==> config.mk <==
export PLATFORM = sky130hd
export DESIGN_NAME = can_rx_drain_ctrl
export DESIGN_NICKNAME = d
export VERILOG_FILES = /design/src/rtl/can_ctrl_pkg.sv /design/src/rtl/can_reg_arb.sv /design/src/rtl/can_rx_drain_ctrl.sv
export SDC_FILE = /design/constraint.sdc
export NUM_CORES = 1
export LEC_CHECK = 0
export CAP_MARGIN = 10
export CORE_ASPECT_RATIO = 1.1
export CORE_MARGIN = 1.5
export CORE_UTILIZATION = 40
export DETAILED_ROUTE_END_ITERATION = 6
export PLACE_DENSITY = 0.83
export SKIP_LAST_GASP = 1
export SLEW_MARGIN = 20
export SYNTH_ARGS = -nofsm -noshare
export SYNTH_HDL_FRONTEND = slang
export SYNTH_SLANG_ARGS = --single-unit
==> constraint.sdc <==
create_clock -name aclk -period 3.9 [get_ports aclk]
set_input_delay 0.78 -clock aclk [delete_from_list [all_inputs] [get_ports aclk]]
set_output_delay 0.78 -clock aclk [all_outputs]
set_load 0.02 [all_outputs]
==> src/rtl/can_ctrl_pkg.sv <==
// Shared constants, drain FSM encoding and PeliCAN frame-length helper for the
// SJA1000 register-port controller.
package can_ctrl_pkg;

  localparam logic [7:0] SR_ADDR  = 8'd2;
  localparam logic [7:0] CMR_ADDR = 8'd1;
  localparam logic [7:0] RXB_BASE = 8'd16;
  localparam logic [7:0] CMR_RRB  = 8'h04;

  typedef enum logic [2:0] {
    ST_IDLE = 3'd0,
    ST_POLL = 3'd1,
    ST_INFO = 3'd2,
    ST_RDB  = 3'd3,
    ST_PUSH = 3'd4,
    ST_REL  = 3'd5
  } drain_state_e;

  typedef enum logic {
    OWN_HOST = 1'b0,
    OWN_ENG  = 1'b1
  } owner_e;

  // Bytes in the RX window: info + ID (2 std / 4 ext) + data (none for RTR, DLC capped at 8).
  function automatic logic [3:0] frame_len(input logic [7:0] info);
    logic [3:0] dlc;
    dlc = (info[3:0] > 4'd8) ? 4'd8 : info[3:0];
    return 4'd1 + (info[7] ? 4'd4 : 4'd2) + (info[6] ? 4'd0 : dlc);
  endfunction

endpackage

==> src/rtl/can_reg_arb.sv <==
// Two-port round-robin access engine for the 8-bit core register port:
// strobe on cycle 0, writes complete on cycle 1, reads on cycle READ_LAT.
module can_reg_arb
  import can_ctrl_pkg::*;
#(
  parameter int READ_LAT = 1
) (
  input  logic       aclk,
  input  logic       arst,
  input  logic       h_req,
  input  logic       h_we,
  input  logic [7:0] h_addr,
  input  logic [7:0] h_wdata,
  output logic       h_done,
  output logic [7:0] h_rdata,
  input  logic       e_req,
  input  logic       e_we,
  input  logic [7:0] e_addr,
  input  logic [7:0] e_wdata,
  output logic       e_done,
  output logic [7:0] e_rdata,
  output logic       reg_re,
  output logic       reg_we,
  output logic [7:0] reg_addr_read,
  output logic [7:0] reg_addr_write,
  output logic [7:0] reg_data_in,
  input  logic [7:0] reg_data_out
);

  localparam logic [1:0] RLAT = 2'(READ_LAT);

  logic       busy;
  owner_e     owner;
  logic       we_q;
  logic [1:0] cnt;
  owner_e     rr;

  logic       start;
  owner_e     win;
  logic       sel_we;
  logic [7:0] sel_addr;
  logic [7:0] sel_wdata;
  logic       complete;

  always_comb begin
    start = 1'b0;
    win   = OWN_HOST;
    if (!busy) begin
      if (h_req && e_req) begin
        start = 1'b1;
        win   = rr;
      end else if (h_req) begin
        start = 1'b1;
        win   = OWN_HOST;
      end else if (e_req) begin
        start = 1'b1;
        win   = OWN_ENG;
      end
    end
  end

  assign sel_we    = (win == OWN_ENG) ? e_we    : h_we;
  assign sel_addr  = (win == OWN_ENG) ? e_addr  : h_addr;
  assign sel_wdata = (win == OWN_ENG) ? e_wdata : h_wdata;

  // Address and data are only driven during the strobe cycle; zero otherwise.
  assign reg_re         = start & ~sel_we;
  assign reg_we         = start & sel_we;
  assign reg_addr_read  = reg_re ? sel_addr  : 8'h00;
  assign reg_addr_write = reg_we ? sel_addr  : 8'h00;
  assign reg_data_in    = reg_we ? sel_wdata : 8'h00;

  assign complete = busy && (cnt == (we_q ? 2'd1 : RLAT));
  assign h_done   = complete && (owner == OWN_HOST);
  assign e_done   = complete && (owner == OWN_ENG);
  assign h_rdata  = (h_done && !we_q) ? reg_data_out : 8'h00;
  assign e_rdata  = (e_done && !we_q) ? reg_data_out : 8'h00;

  always_ff @(posedge aclk or posedge arst) begin
    if (arst) begin
      busy  <= 1'b0;
      owner <= OWN_HOST;
      we_q  <= 1'b0;
      cnt   <= 2'd0;
      rr    <= OWN_HOST;
    end else if (start) begin
      busy  <= 1'b1;
      owner <= win;
      we_q  <= sel_we;
      cnt   <= 2'd1;
      rr    <= (win == OWN_HOST) ? OWN_ENG : OWN_HOST;
    end else if (complete) begin
      busy <= 1'b0;
      cnt  <= 2'd0;
    end else if (busy) begin
      cnt <= cnt + 2'd1;
    end
  end

endmodule

==> src/rtl/can_rx_drain_ctrl.sv <==
// SJA1000 register-port sequencer: shares the port between host and an RX-drain
// engine that polls SR, streams each received frame out and releases the buffer.
//
//  state | meaning
//  IDLE  | poll timer counting down while enabled
//  POLL  | read SR, RBS decides whether a frame is waiting
//  INFO  | read frame info byte, derive frame length
//  RDB   | read next RX window byte
//  PUSH  | hold byte on stream until accepted
//  REL   | write Release Receive Buffer, count frame
module can_rx_drain_ctrl
  import can_ctrl_pkg::*;
#(
  parameter int POLL_CYCLES = 256,
  parameter int READ_LAT    = 1
) (
  input  logic        aclk,
  input  logic        arst,
  input  logic        enable_i,
  input  logic        h_req_i,
  input  logic        h_we_i,
  input  logic [7:0]  h_addr_i,
  input  logic [7:0]  h_wdata_i,
  output logic        h_done_o,
  output logic [7:0]  h_rdata_o,
  output logic        reg_re_o,
  output logic        reg_we_o,
  output logic [7:0]  reg_addr_read_o,
  output logic [7:0]  reg_addr_write_o,
  output logic [7:0]  reg_data_in_o,
  input  logic [7:0]  reg_data_out_i,
  output logic [7:0]  m_data_o,
  output logic        m_last_o,
  output logic        m_valid_o,
  input  logic        m_ready_i,
  output logic [15:0] frames_o
);

  localparam int          TW         = $clog2(POLL_CYCLES);
  localparam logic [TW-1:0] TIMER_LOAD = TW'(POLL_CYCLES - 1);

  drain_state_e  state, state_nxt;
  logic [TW-1:0] timer, timer_nxt;
  logic [3:0]    idx, idx_nxt;
  logic [3:0]    len, len_nxt;
  logic [7:0]    hold, hold_nxt;
  logic [15:0]   frames, frames_nxt;

  logic       e_req;
  logic       e_we;
  logic [7:0] e_addr;
  logic [7:0] e_wdata;
  logic       e_done;
  logic [7:0] e_rdata;
  logic       last;

  can_reg_arb #(
    .READ_LAT(READ_LAT)
  ) u_arb (
    .aclk          (aclk),
    .arst          (arst),
    .h_req         (h_req_i),
    .h_we          (h_we_i),
    .h_addr        (h_addr_i),
    .h_wdata       (h_wdata_i),
    .h_done        (h_done_o),
    .h_rdata       (h_rdata_o),
    .e_req         (e_req),
    .e_we          (e_we),
    .e_addr        (e_addr),
    .e_wdata       (e_wdata),
    .e_done        (e_done),
    .e_rdata       (e_rdata),
    .reg_re        (reg_re_o),
    .reg_we        (reg_we_o),
    .reg_addr_read (reg_addr_read_o),
    .reg_addr_write(reg_addr_write_o),
    .reg_data_in   (reg_data_in_o),
    .reg_data_out  (reg_data_out_i)
  );

  assign last = (idx == (len - 4'd1));

  always_comb begin
    state_nxt  = state;
    timer_nxt  = timer;
    idx_nxt    = idx;
    len_nxt    = len;
    hold_nxt   = hold;
    frames_nxt = frames;
    e_req      = 1'b0;
    e_we       = 1'b0;
    e_addr     = 8'h00;
    e_wdata    = 8'h00;
    m_valid_o  = 1'b0;
    m_last_o   = 1'b0;
    case (state)
      ST_IDLE: begin
        if (enable_i) begin
          if (timer == '0) begin
            state_nxt = ST_POLL;
            timer_nxt = TIMER_LOAD;
          end else begin
            timer_nxt = timer - 1'b1;
          end
        end
      end
      ST_POLL: begin
        e_req  = 1'b1;
        e_addr = SR_ADDR;
        // A poll started before enable dropped still completes, but its result is dropped.
        if (e_done) state_nxt = (enable_i && e_rdata[0]) ? ST_INFO : ST_IDLE;
      end
      ST_INFO: begin
        e_req  = 1'b1;
        e_addr = RXB_BASE;
        if (e_done) begin
          hold_nxt  = e_rdata;
          len_nxt   = frame_len(e_rdata);
          idx_nxt   = 4'd0;
          state_nxt = ST_PUSH;
        end
      end
      ST_RDB: begin
        e_req  = 1'b1;
        e_addr = RXB_BASE + {4'd0, idx};
        if (e_done) begin
          hold_nxt  = e_rdata;
          state_nxt = ST_PUSH;
        end
      end
      ST_PUSH: begin
        m_valid_o = 1'b1;
        m_last_o  = last;
        if (m_ready_i) begin
          idx_nxt   = idx + 4'd1;
          state_nxt = last ? ST_REL : ST_RDB;
        end
      end
      ST_REL: begin
        e_req   = 1'b1;
        e_we    = 1'b1;
        e_addr  = CMR_ADDR;
        e_wdata = CMR_RRB;
        if (e_done) begin
          frames_nxt = frames + 16'd1;
          state_nxt  = ST_IDLE;
        end
      end
      default: state_nxt = ST_IDLE;
    endcase
  end

  always_ff @(posedge aclk or posedge arst) begin
    if (arst) begin
      state  <= ST_IDLE;
      timer  <= TIMER_LOAD;
      idx    <= 4'd0;
      len    <= 4'd0;
      hold   <= 8'h00;
      frames <= 16'd0;
    end else begin
      state  <= state_nxt;
      timer  <= timer_nxt;
      idx    <= idx_nxt;
      len    <= len_nxt;
      hold   <= hold_nxt;
      frames <= frames_nxt;
    end
  end

  assign m_data_o = hold;
  assign frames_o = frames;

endmodule
======== Word-level counts from Yosys, hierarchy flattened ========
Index checks and enable logic that the tools add are counted.
Widths: inputs -> output; s select.
storage, ports and cells
  bits in registers ....................... 49
  input bits .............................. 30
  output and inout bits ................... 61
  word-level logic and storage cells ...... 102
operators by class
  add/subtract/negate cells ............... 8
  $lt $le $gt $ge ......................... 1
  eq/ne operators ......................... 14
  mux-type cells .......................... 43
  bitwise logic cells ..................... 4
  reduce and logical (&&, ||, !) cells .... 21
operators with widths
  cell                   count
  $mux 8                 8
  $mux 3                 9
  $pmux 6 s4             1
  $add 16x1->16 const B  1
  $mux 4                 4
  $mux 1                 15
  $pmux 3 s5             1
  $logic_not 8->1        1
  $mux 2                 4
  $ne 2x1->1 const B     4
  $pmux 4 s2             1
  $reduce_and 2->1       4
  $sub 8x1->8 const B    1
  $logic_and 1x1->1      7
  $add 5x4->6 const A    1
  $eq 3x2->1 const B     2
  $eq 3x3->1 const B     2
  $ne 2x2->1 const B     3
  $reduce_and 6->1       1
  $add 1x3->4 const A    1
  $add 4x1->4 const B    1
  $add 4x4->4            1
  $eq 4x4->1             1
  $gt 4x4->1 const B     1
  other kinds (13)       16

======== Depth between registers and ports, before layout ========
Gate-level depths: netlist of run 1.
  depth in word-level cells ............... 11
  mapped depth ............................ 10
  gate-level depth less buffers ........... 9

======== By module ========
From an unflattened synthesis of run 1, not the netlist that was laid out.
second synthesis, totals
  cells, all modules ...................... 339
  area total of the unflattened synthesis .. 3246.9 µm²
by module, submodules not included
  module             times used  cells an instance  area an instance (µm²)  seq. area each (µm²)
  can_rx_drain_ctrl  1           216                2279.7                  1086.0
  can_reg_arb        1           123                967.2                   150.1

======== Worst setup path before layout of run 1 ========
No wires, ideal clock.
  kind .................................... input to output
  start ................................... input port h_req_i
  end ..................................... output port reg_addr_write_o[1]
  arrival ................................. 2.173 ns
  slack ................................... 0.947 ns
  cell stages on the path ................. 5
  cell sequence ........................... nor2b_1 clkbuf_1 or3_1 a221o_1 nor3_1
on the way
  longest elaborated chain between the ends .. 6
  elaborated cells between the ends (all ways) .. 11
ends and longest elaborated chain
  what                                                RTL line                              text
  from (decl)                                         can_rx_drain_ctrl.sv:20               input logic h_req_i,
  $mux 1 / $logic_and 1x1->1 (equally long branches)  can_reg_arb.sv:52, can_reg_arb.sv:49
  $mux 1                                              can_reg_arb.sv:49                     if (h_req && e_req) begin
  $mux 1                                              can_reg_arb.sv:48                     if (!busy) begin
  $mux 1                                              can_reg_arb.sv:62                     assign sel_we = (win == OWN_ENG) ? e_we : h_we;
  $and 1x1->1                                         can_reg_arb.sv:68                     assign reg_we = start & sel_we;
  $mux 8 *                                            can_reg_arb.sv:70                     assign reg_addr_write = reg_we ? sel_addr : 8'h00;
  to (decl)                                           can_rx_drain_ctrl.sv:29               output logic [7:0] reg_addr_write_o,
Every way passes the cells marked *; elsewhere a longest branch is shown, timed or not.

======== Worst setup path after layout of run 1 ========
  start ................................... input port h_req_i
  end ..................................... output port reg_addr_read_o[3]
on the way
  longest elaborated chain between the ends .. 7
  elaborated cells between the ends (all ways) .. 12
ends and longest elaborated chain
  what                                                RTL line                              text
  $mux 1 / $logic_and 1x1->1 (equally long branches)  can_reg_arb.sv:52, can_reg_arb.sv:49
  $mux 1                                              can_reg_arb.sv:49
  $mux 1                                              can_reg_arb.sv:48
  $mux 1                                              can_reg_arb.sv:62
  $not 1->1                                           can_reg_arb.sv:67                     assign reg_re = start & ~sel_we;
  $and 1x1->1                                         can_reg_arb.sv:67
  $mux 8 *                                            can_reg_arb.sv:69                     assign reg_addr_read = reg_re ? sel_addr : 8'h00;
  to (decl)                                           can_rx_drain_ctrl.sv:28               output logic [7:0] reg_addr_read_o,
Marked as above.

==> results.txt, run 1 <==
Initial antenna violation count -> 0
Status -> complete, no violations
I/O Buffers -> 90
Max-cap viol count -> 0
Post-synthesis cell count -> 297
Number of flops mapped to enable cells by yosys -> 0
Die X -> 83.5 microns
WP data arrival -> 2980 ps
Syn_area_per_cell -> 9.61 sq um
Metal3 WL -> 235 microns
Global-route wire length before repair -> 11800 microns
Post-Synthesis Net Count -> 335
RR Startpoint -> u_arb.busy
Post-synth ARST share -> 100%
Reg-to-Reg End -> len[3]
Total grt overflow -> 0
N_diodes -> 0
Routed met2 length -> 3650 microns
P_int -> 1360 uW
DPL Wire Length -> 5270 microns
Root Buffer -> clkbuf_8
Full die area -> 0.00765 sq mm
CP endpoint kind -> output port
Clock share of power -> 17.0%
Max-Slew Margin vs Limit -> 45.2%
Largest net degree at the start of global routing -> 50
Critical Path Source Type -> input pin
# fillers -> 614
Worst-margin pin slew -> 821 ps
Die Ht -> 91.6 microns
Worst-path cell chain -> clkdlybuf4s50_1 > nor2b_2 > a211o_1 > a211o_1 > nor2_1 > clkdlybuf4s50_1
Highest metal used -> met4
Sequential power share -> 37.9%
Final Skew -> 8.45 ps
Worst Path Required -> 3120 ps
Post_cts resized -> 0
Setup CP Type -> input pin to output port
Slew Viols, Final -> 0
Cell Pwr Density -> 567 mW/mm^2
Row cnt -> 32
Fin Hold WS -> 482 ps
Sw frac -> 39.9%
Critical Path Start -> h_req_i
Post-synth top area cell -> dfrtp_1
Sw Pwr -> 900 uW
Top cells by area, synth -> dfrtp_1 36%, dfstp_2 7.4%, xnor2_1 4.9%
Synth top area share -> 35.9%
Setup Viol. Count Final -> 0
Clk buf depth -> 2
Post-CTS Setup Bufs -> 0
Register Area -> 0.00124 sq mm
Synth-to-Final Area Change -> 39.5%
Hold Fails Final Rpt -> 0
GPL Wtd Cong -> 0.861
Main synth FF type -> dfrtp_1
Setup TNS -> 0 ps
Synth warn -> 0
Comb pwr share -> 45.1%
Flop2flop setup slack -> 1340 ps
Number of global-route vias before repair -> 2491
Post-Route WL -> 6930 microns
Reg clk slew, reported paths -> 90 ps
Final net count -> 428
CP max stage delay -> 630 ps
Worst hold path class -> flop to flop
Via density -> 5.36
CTS tree -> built
Final min period -> 3760 ps
Total leakage power -> 0.00173 uW
Cell area after synthesis -> 0.00285 sq mm
Critical path capture point -> reg_addr_read_o[3]
Initial drt markers -> 118
Routed vias -> 2549
DRC -> 0
Post-DR wirelength/cell -> 14.6 microns
Later-pin clock latency in the skew report -> 300 ps
Crit path max-delay cell type -> clkdlybuf4s50_1
Initial Utilization -> 41.0%
CP Max Fanout -> 9
R2R depth -> 9
Tot GR Track Use -> 18.7%
Fraction of layout instances using a drive strength above 1 -> 8.70%
Tcrit/Tclk final -> 96.4%
Hold Buf Count CTS -> 0
Cts bufs inserted -> 5
Post-synthesis sequential area ratio -> 43.3%
First-pass iteration count of the detailed router -> 5
Met1 WL -> 3000 microns
Clock sink count -> 49
Max H-tree Level -> 2
#FFs+latches synth -> 49
Max frequency -> 266 MHz
Core Area -> 0.00697 sq mm
RSZ-0062 raised after global routing -> no
Yosys cell types -> 53
Top-Level Pins -> 91
Final ANT Viol Nets -> 0
Worst VDD drop -> 0.000310 V
Area of the multi-input gates -> 0.00152 sq mm
==> logic make-up (layout without fill, tap and decap cells) <==
logic type      after synthesis  after routing  synth area share [%]
flops                        49             49                  43.3
fa+ha+maj                     8              8                  3.77
simple gates                139            139                  27.6
xor+xnor                     28             28                  8.59
buf+inv                      24            118                  3.46
compound gates               43             43                  11.1
mux                           6              6                  2.19
==> per-layer routing <==
layer	track usage (%)	up-vias
li1	-	1229
met1	23.2	1255
met2	34.5	59
met3	3.09	6
met4	3.42	0
met5	0	-
==> flip-flops by register name (all words and copies together) (netlist names) <==
register     count
frames_o        16
m_data_o         8
timer            8
idx              4
len              4
state            3
u_arb.cnt        2
u_arb.busy       1
u_arb.owner      1
u_arb.rr         1
u_arb.we_q       1
==> cells in the mapped netlist (all sizes together), types with 2 or more instances <==
master,instances
inv,15
nor3b,3
dfrtp,41
and4,4
o21ai,9
o31ai,3
nor2,22
nor2b,6
a22o,8
mux2,2
nor4,5
and2,16
a21oi,7
a211o,3
nand3b,2
nand4,6
a31oi,3
nor3,18
nand2,33
mux2i,4
nand4b,2
or3,2
ha,7
xnor2,16
and3,5
xor2,12
nand2b,2
dfstp,8
buf,3
clkbuf,6
nand3,9
==> power by group through the flow <==
stage          clock (uW)  sequential [uW]  combinational (uW)
2_1_floorplan           0              828                 645
3_3_place_gp            0              851                 992
3_5_place_dp            0              857                1020
4_1_cts               388              851                1020
5_1_grt               415              880                1120
6_report              383              856                1020
==> stage by stage <==
step	utilization [%]	setup WS (ps)	instance area, sq um	power, uW	cells
after floorplan	-	947	2850	1470	297
after global placement	55.4	184	3860	1840	468
after detailed placement	55.4	71.2	3860	1880	468
after CTS	57.1	66.0	3980	2260	476
after global routing	57.1	34.8	3980	2410	476
final	57.1	141	3980	2260	476
==> cell type report <==
| type | count | area share, % |
|---|---|---|
| clock inverter | 2 | 0.943 |
| timing repair buffer | 95 | 23.6 |
| inverter | 15 | 1.45 |
| sequential | 49 | 31.1 |
| clock buffer | 6 | 2.07 |
| tap | 85 | 2.67 |
| multi-input combinational | 224 | 38.2 |
==> worst max-delay path, delay by kind of cell <==
kind | cells | cell delay [ps]
AND/OR/NAND/NOR | 2 | 370
buffers and inverters | 2 | 1050
AO/OA/AOI/OAI | 2 | 790
==> how the worst min path moves through the flow <==
stage,from,end,depth (start not counted)
2_1_floorplan,len[1],len[1],2
3_3_place_gp,frames_o[15],frames_o[15],1
3_5_place_dp,frames_o[15],frames_o[15],1
4_1_cts,frames_o[15],frames_o[15],1
5_1_grt,frames_o[15],frames_o[15],1
6_report,frames_o[15],frames_o[15],1
==> layout by cell type, fill, tap and decap left out, drive strengths merged, types with 3 or more instances in the layout <==
| master | n |
|---|---|
| and3 | 5 |
| nor2b | 6 |
| inv | 14 |
| nand4 | 6 |
| o31ai | 3 |
| nand3 | 9 |
| clkbuf | 6 |
| a211o | 3 |
| nor3b | 3 |
| mux2i | 4 |
| nor2 | 22 |
| nand2 | 33 |
| nor4 | 5 |
| and2 | 16 |
| xor2 | 12 |
| xnor2 | 16 |
| buf | 5 |
| a31oi | 3 |
| clkdlybuf4s50 | 90 |
| a22o | 8 |
| ha | 7 |
| nor3 | 18 |
| dfstp | 8 |
| and4 | 4 |
| a21oi | 7 |
| dfrtp | 41 |
| o21ai | 9 |
Power figures use the tool's default switching activity.
==> inputs of run 2 (changes only) <==
Settings changed: TNS_END_PERCENT from default to 10.
==> results of run 2 <==
The final DEF is identical to that of run 1; final timing and power are the same.
==> inputs of run 3 (changes only) <==
Settings changed: CORE_UTILIZATION 40 to 50, PLACE_DENSITY 0.83 to 0.95.
==> results.txt, run 3 (synthesis gave the netlist of run 1 again) <==
Status -> complete, no violations
Worst-margin pin slew -> 842 ps (+21.5 ps)
R2R depth -> 10 (+1)
Final Skew -> 8.07 ps (-0.382 ps)
Number of global-route vias before repair -> 2532 (+1.6%)
Hold Fails Final Rpt -> 0 (unchanged)
Reg clk slew, reported paths -> 90 ps (about the same)
Full die area -> 0.00617 sq mm (-19%)
Top-Level Pins -> 91 (unchanged)
Layout Utilization -> 72.4% (+15 points)
Post_cts resized -> 1 (+1)
Cts bufs inserted -> 5 (unchanged)
Max reg flops -> 16 (unchanged)
Non-filler cells in the finished layout -> 465 (-2.3%)
HP Start -> frames_o[15]
Largest net degree at the start of global routing -> 50 (unchanged)
Worst hold path class -> flop to flop
GPL Wtd Cong -> 0.862 (about the same)
First-pass iteration count of the detailed router -> 4 (-1)
Post-DR wirelength/cell -> 15.8 microns (+8.4%)
CP Max Fanout -> 9 (unchanged)
Global-route wire length before repair -> 12000 microns (+1.7%)
Initial Utilization -> 52.6% (+12 points)
Clock sink count -> 49 (unchanged)
I/O Buffers -> 90 (unchanged)
Hold Path End -> frames_o[15]
Initial drt markers -> 103 (-13%)
Critical Path Source Type -> input pin
Flop2flop setup slack -> 1460 ps (+120 ps)
Clk buf depth -> 2 (unchanged)
Setup CP Type -> input pin to output port
Post-CTS Setup Bufs -> 0 (unchanged)
Routed vias -> 2630 (+3.2%)
DRC -> 0 (unchanged)
Final min period -> 3800 ps (+38.5 ps)
Max frequency -> 263 MHz (-1.0%)
DPL Wire Length -> 5450 microns (+3.6%)
Fin Hold WS -> 480 ps (-1.67 ps)
Via density -> 5.66 (+5.6%)
Worst Path Required -> 3120 ps (about the same)
Worst hold path cell count -> 1 (unchanged)
Worst VDD drop -> 0.000312 V (+0.76%)
Total grt overflow -> 0 (unchanged)
RSZ-0062 raised after global routing -> no
Die X -> 75.0 microns (-10%)
Final ANT Viol Nets -> 0 (unchanged)
Setup TNS -> 0 ps (unchanged)
RR Startpoint -> u_arb.busy
Reg-to-Reg End -> len[3]
Slew Viols, Final -> 0 (unchanged)
Die Ht -> 82.2 microns (-10%)
Tot GR Track Use -> 25.5% (+6.8 points)
Root Buffer -> clkbuf_8
Final net count -> 427 (-0.23%)
Post-Route WL -> 7340 microns (+5.9%)
Initial antenna violation count -> 0 (unchanged)
Core Area -> 0.00543 sq mm (-22%)
CTS tree -> built
Most common cell after layout, fill and taps aside -> clkdlybuf4s50_1
Max H-tree Level -> 2 (unchanged)
Tcrit/Tclk final -> 97.4% (+0.99 points)
Max-cap viol count -> 0 (unchanged)
Hold Buf Count CTS -> 0 (unchanged)
Synth-to-Final Area Change -> 37.7%
Max-Slew Margin vs Limit -> 43.8% (-1.4 points)
Row cnt -> 28 (-13%)
WP data arrival -> 3020 ps (+40 ps)
Placed cells -> 457 (-2.4%)
Cell Pwr Density -> 557 mW/mm^2 (-1.7%)
Later-pin clock latency in the skew report -> 310 ps (about the same)
Total leakage power -> 0.00172 uW (-0.42%)
CP endpoint kind -> output port
Setup Viol. Count Final -> 0 (unchanged)
Fraction of layout instances using a drive strength above 1 -> 8.46% (-0.23 points)
N_diodes -> 0 (unchanged)
Most frequent cells in the layout -> 89 x clkdlybuf4s50_1, 41 x dfrtp_1, 33 x nand2_1
==> run 3: through the flow <==
stage / worst slack (ps) / total power [uW] / area [sq um]
3_5_place_dp: 8.27 / 1880 / 3840
2_1_floorplan: 947 / 1470 / 2850
4_1_cts: 61.8 / 2190 / 3930
5_1_grt: 16.4 / 2330 / 3930
3_3_place_gp: 167 / 1830 / 3840
6_report: 103 / 2190 / 3930
==> run 3: per-layer routing <==
metal / global-route usage [%] / up-vias / part of all wire (%)
met5: 0 / - / 0
met2: 44.0 / 84 / 53
li1: - / 1237 / -
met1: 31.6 / 1290 / 40
met3: 4.73 / 19 / 5.4
met4: 9.64 / 0 / 2.2
==> run 3: power breakdown <==
| group | switching, uW | total, uW | internal (uW) | leakage, uW |
|---|---|---|---|---|
| logic | 555 | 1030 | 475 | 0.00106 |
| clock network | 176 | 303 | 127 | 0.0000374 |
| registers | 189 | 858 | 668 | 0.000619 |
==> run 3: worst max-delay path, stage by stage <==
cell and delay [ps]:
clkdlybuf4s50_1 460, nor2b_2 230, a211o_1 340, a211o_2 460, nor2_1 140, clkdlybuf4s50_1 620
==> run 3: layout make-up <==
cell class                      instances  area (sq um)
Inverter                               15          57.6
Clock inverter                          2          15.0
Multi-Input combinational cell        224          1520
Tap cell                               75          93.8
Timing Repair Buffer                   94           933
Clock buffer                            6          72.6
Fill cell                             405          1500
Sequential cell                        49          1240
==> run 3: worst max-delay path by stage <==
stage                                     end    start  depth (start not counted)  slack (ps)
after floorplan           reg_addr_write_o[1]  h_req_i                          5         950
after global placement     reg_addr_read_o[7]  h_req_i                          6         170
after detailed placement     reg_data_in_o[5]  h_req_i                          7           8
after CTS                  reg_addr_read_o[3]  h_req_i                          6          60
after global routing       reg_addr_read_o[6]  h_req_i                          6          20
final                      reg_addr_read_o[6]  h_req_i                          6         100
==> edit 1, RTL diff (settings of run 3) <==
Take the reset off `hold` and load it in a clocked block of its own.
--- a/src/rtl/can_rx_drain_ctrl.sv
+++ b/src/rtl/can_rx_drain_ctrl.sv
@@ -158,5 +158,4 @@
       idx    <= 4'd0;
       len    <= 4'd0;
-      hold   <= 8'h00;
       frames <= 16'd0;
     end else begin
@@ -165,7 +164,10 @@
       idx    <= idx_nxt;
       len    <= len_nxt;
-      hold   <= hold_nxt;
       frames <= frames_nxt;
     end
+  end
+
+  always_ff @(posedge aclk) begin
+    hold <= hold_nxt;
   end
 
Behaviour: no difference found for any inputs over 10 cycles, from zero or initial values and one cycle with arst high; that may be too few to reach the edited logic, so the function may still have changed.
==> edit 1 against run 3 <==
- sequential share of layout area about the same
- via count up 1.6%
- sequential cell count unchanged
- global-route usage down 1.1 points
- area after synthesis up 2.7%
- cell area up 3.3%
- wire length up 4.3%
- worst setup slack worse by 0.022 ns
- non-clock buffer count up 4
- power up 5.6%
- clock skew down 0.0018 ns
==> edit 1: results (changes against run 3) <==
clock latency on the worst-skew pair: 0.30 ns
Compound-Gate Fraction of Synth Area: 9.78% (was 11.1%)
Hold WS: 0.511 ns (was 0.480 ns)
adder-cell share of the synthesized area: 3.67% (was 3.77%)
clk root buf: clkbuf_8 (unchanged)
Setup Skew: 0.00627 ns (was 0.00807 ns)
internal power: 1.39 mW (was 1.27 mW)
Critical R2R Launch: u_arb.busy (unchanged)
GRT Total Usage: 24.4% (was 25.5%)
first-pass GRT wire length: 12600 um (was 12000 um)
status: complete, no violations (unchanged)
Nets: 437 (was 427)
crit path DAT: 3.04 ns (was 3.02 ns)
hold depth: 1 (unchanged)
mux share of post-synthesis cell area: 1.41% (was 2.19%)
xor-xnor portion of the synthesized cell area: 8.84% (was 8.59%)
FFs w/ async S/R, synth: 83.7% (was 100%)
worst r2r path cells: 8 (was 10)
P_leak: 1.72 nW (about the same)
Netlist cell types: 57 (was 53)
initial antenna violation count: 0 (unchanged)
main area contributors after synthesis: dfrtp_1 28%, edfxtp_1 8.2%, dfstp_2 7.2% (was dfrtp_1 36%, dfstp_2 7.4%, xnor2_1 4.9%)
Clock Pin Slew Worst Setup and Hold Paths: 0.09 ns (about the same)
leading register cell type out of synthesis: dfrtp_1 (unchanged)
WHS Endpoint: frames_o[4] (was frames_o[15])
H-tree levels: 2 (unchanged)
vias in the first global route: 2645 (was 2532)
CP peak stage delay: 0.62 ns (about the same)
Post-Syn Nets: 343 (was 335)
Post-synth EDFFs: 8 (was 0)
Reg power frac: 34.2% (was 39.1%)
slowest cell on the critical path: clkdlybuf4s50_1 (unchanged)
largest net degree at the start of global routing: 42 (was 50)
placed instance area: 3920 um2 (was 3840 um2)
largest delay contributor family on the critical path: buffers and inverters (unchanged)
cts bufs inserted: 5 (unchanged)
# Post-CTS Setup Buffers: 0 (unchanged)
sequential area share after synthesis: 43.6% (was 43.3%)
# diodes: 0 (unchanged)
drt first pass iters: 4 (unchanged)
DPL Wire Length: 5760 um (was 5450 um)
layout cells sized above 1: 8.75% (was 8.46%)
worst setup path start: h_req_i (unchanged)
Routability Congestion: 0.837 (was 0.862)
Clock Path Buffers: 2 (unchanged)
number of port buffers: 90 (unchanged)
max FFs per register: 16 (unchanged)
worst vdd ir: 0.535 mV (was 0.312 mV)
Via Count: 2672 (was 2630)
HP Start: frames_o[4] (was frames_o[15])
Hold Path Class: register to register (unchanged)
worst-margin pin slew: 0.806 ns (was 0.842 ns)
RR Endpoint: len[3] (unchanged)
total wire length: 7650 um (was 7340 um)
reg-to-reg setup timing slack: 0.79 ns (was 1.46 ns)
DR iter-0 viols: 206 (was 103)
Crit Path Max Fanout: 10 (was 9)
most common library cells after synthesis: 34 x nand2_1, 33 x dfrtp_1, 25 x and2_1 (was 41 x dfrtp_1, 33 x nand2_1, 22 x nor2_1)
critical path endpoint: reg_addr_read_o[1] (was reg_addr_read_o[6])
combinational logic power: 1.10 mW (was 1.03 mW)
-- edit 1: cell type report --
class / count / area, um2
fill: 401 / 1640
multi-input combinational: 232 / 1540
sequential: 49 / 1280
timing repair buffer: 98 / 963
tap: 77 / 96.3
clock buffer: 5 / 68.8
clock inverter: 3 / 65.1
inverter: 13 / 48.8
-- edit 1: stage by stage --
step                worst slack, ns  TNS (ns)  utilization (%)  total power, mW  std cells
floorplan                     0.990         0                -             1.50        305
global placement              0.120         0             68.9             1.83        469
detailed placement           0.0294         0             68.9             1.88        469
CTS                          0.0294         0             71.2             2.31        477
global route                -0.0162   -0.0176             71.3             2.45        477
finish                       0.0812         0             71.3             2.31        477
-- edit 1: timing repair --
| action | in CTS | in global routing |
|---|---|---|
| gates resized for setup | 0 | 2 |
| endpoints found under the hold margin | 0 | 0 |
| setup endpoints to repair | 0 | 8 |
-- edit 1: per-layer routing --
layer	track usage, %	part of all wire (%)
met5	0	0
met1	27.8	38
met4	6.40	1.1
met2	46.0	55
met3	5.38	5.8
==> edit 2, RTL diff (config.mk and constraints of run 3) <==
Made on the original files. `POLL_CYCLES`: 256 -> 512.
--- a/src/rtl/can_rx_drain_ctrl.sv
+++ b/src/rtl/can_rx_drain_ctrl.sv
@@ -12,5 +12,5 @@
   import can_ctrl_pkg::*;
 #(
-  parameter int POLL_CYCLES = 256,
+  parameter int POLL_CYCLES = 512,
   parameter int READ_LAT    = 1
 ) (
Function: no difference found for any inputs over 10 cycles, from zero or initial values and one cycle with arst high; that may be too few to reach the edited logic, so the function may still have changed.
==> edit 2 against run 3 <==
- power up 5.5%
- fmax increased by 0.15%
- sequential cell count up 1
- worst setup slack gained 0.0056 ns
- register-to-register slack worse by 0.20 ns
- cell area up 0.95%
- sequential share of layout area rose by 0.36 points
- area after synthesis rose by 0.18%
- final cell count unchanged
- wire length shrank 3.6%
==> edit 2: results (changes against run 3) <==
status: complete, no violations (unchanged)
worst r2r path cells: 9 (was 10)
cts repair resizes: 0 (was 1)
Compound-Gate Fraction of Synth Area: 10.9% (was 11.1%)
sequential area share after synthesis: 44.2% (was 43.3%)
GR Util met2: 44.7% (was 44.0%)
WHS Endpoint: frames_o[14] (was frames_o[15])
Post-Place Setup Slack: 0.128 ns (was 0.00827 ns)
adder-cell share of the synthesized area: 3.33% (was 3.77%)
fin crit share: 97.2% (was 97.4%)
register share of the cell area: 31.8% (was 31.4%)
vias in the first global route: 2500 (was 2532)
cells after synthesis: 299 (was 297)
Non-clock inverters: 13 (was 15)
DR iter-0 viols: 127 (was 103)
main area contributors after synthesis: dfrtp_1 36%, dfstp_2 8.3%, xnor2_1 5.8% (was dfrtp_1 36%, dfstp_2 7.4%, xnor2_1 4.9%)
xor-xnor portion of the synthesized cell area: 9.72% (was 8.59%)
P_sw: 0.861 mW (was 0.921 mW)
routed wl met3: 322 um (was 394 um)
Die X: 75.1 um (was 75.0 um)
seq_cells: 50 (was 49)
# fillers: 416 (was 405)
met3 Usage GRT: 4.98% (was 4.73%)
Nets: 426 (was 427)
Routability Congestion: 0.826 (was 0.862)
placed instance area: 3820 um2 (was 3840 um2)
Multi-In Gates: 225 (was 224)
worst vdd ir: 0.327 mV (was 0.312 mV)
most common library cells after synthesis: 41 x dfrtp_1, 29 x nand2_1, 27 x nor2_1 (was 41 x dfrtp_1, 33 x nand2_1, 22 x nor2_1)
mux share of post-synthesis cell area: 2.14% (was 2.19%)
M1 wire length: 2870 um (was 2930 um)
first-pass GRT wire length: 11500 um (was 12000 um)
Setup Skew: 0.0147 ns (was 0.00807 ns)
P_leak: 1.69 nW (was 1.72 nW)
critical path endpoint: reg_addr_read_o[7] (was reg_addr_read_o[6])
GRT Total Usage: 24.5% (was 25.5%)
DPL Wire Length: 5380 um (was 5450 um)
WL per Instance: 15.2 um (was 15.8 um)
vias per cell: 5.48 (was 5.66)
## edit 2: power by group through the flow
stage | combinational (mW) | sequential (mW) | clock, mW
2_1_floorplan | 0.625 | 0.864 | 0
3_3_place_gp | 0.984 | 0.839 | 0
3_5_place_dp | 1.02 | 0.850 | 0
4_1_cts | 1.03 | 0.842 | 0.447
5_1_grt | 1.12 | 0.870 | 0.470
6_report | 1.02 | 0.845 | 0.444
## edit 2: cells by family after synthesis
| logic type | Yosys count |
|---|---|
| fa+ha+maj | 7 |
| xor+xnor | 30 |
| mux | 6 |
| compound gates | 42 |
| buf+inv | 24 |
| flops | 50 |
| simple gates | 140 |
## edit 2: critical path, cell delays in order
cell and delay, ns:
clkdlybuf4s50_1 0.42, nor2b_1 0.18, a211o_1 0.40, a211o_1 0.46, nor2_1 0.15, clkdlybuf4s50_1 0.62
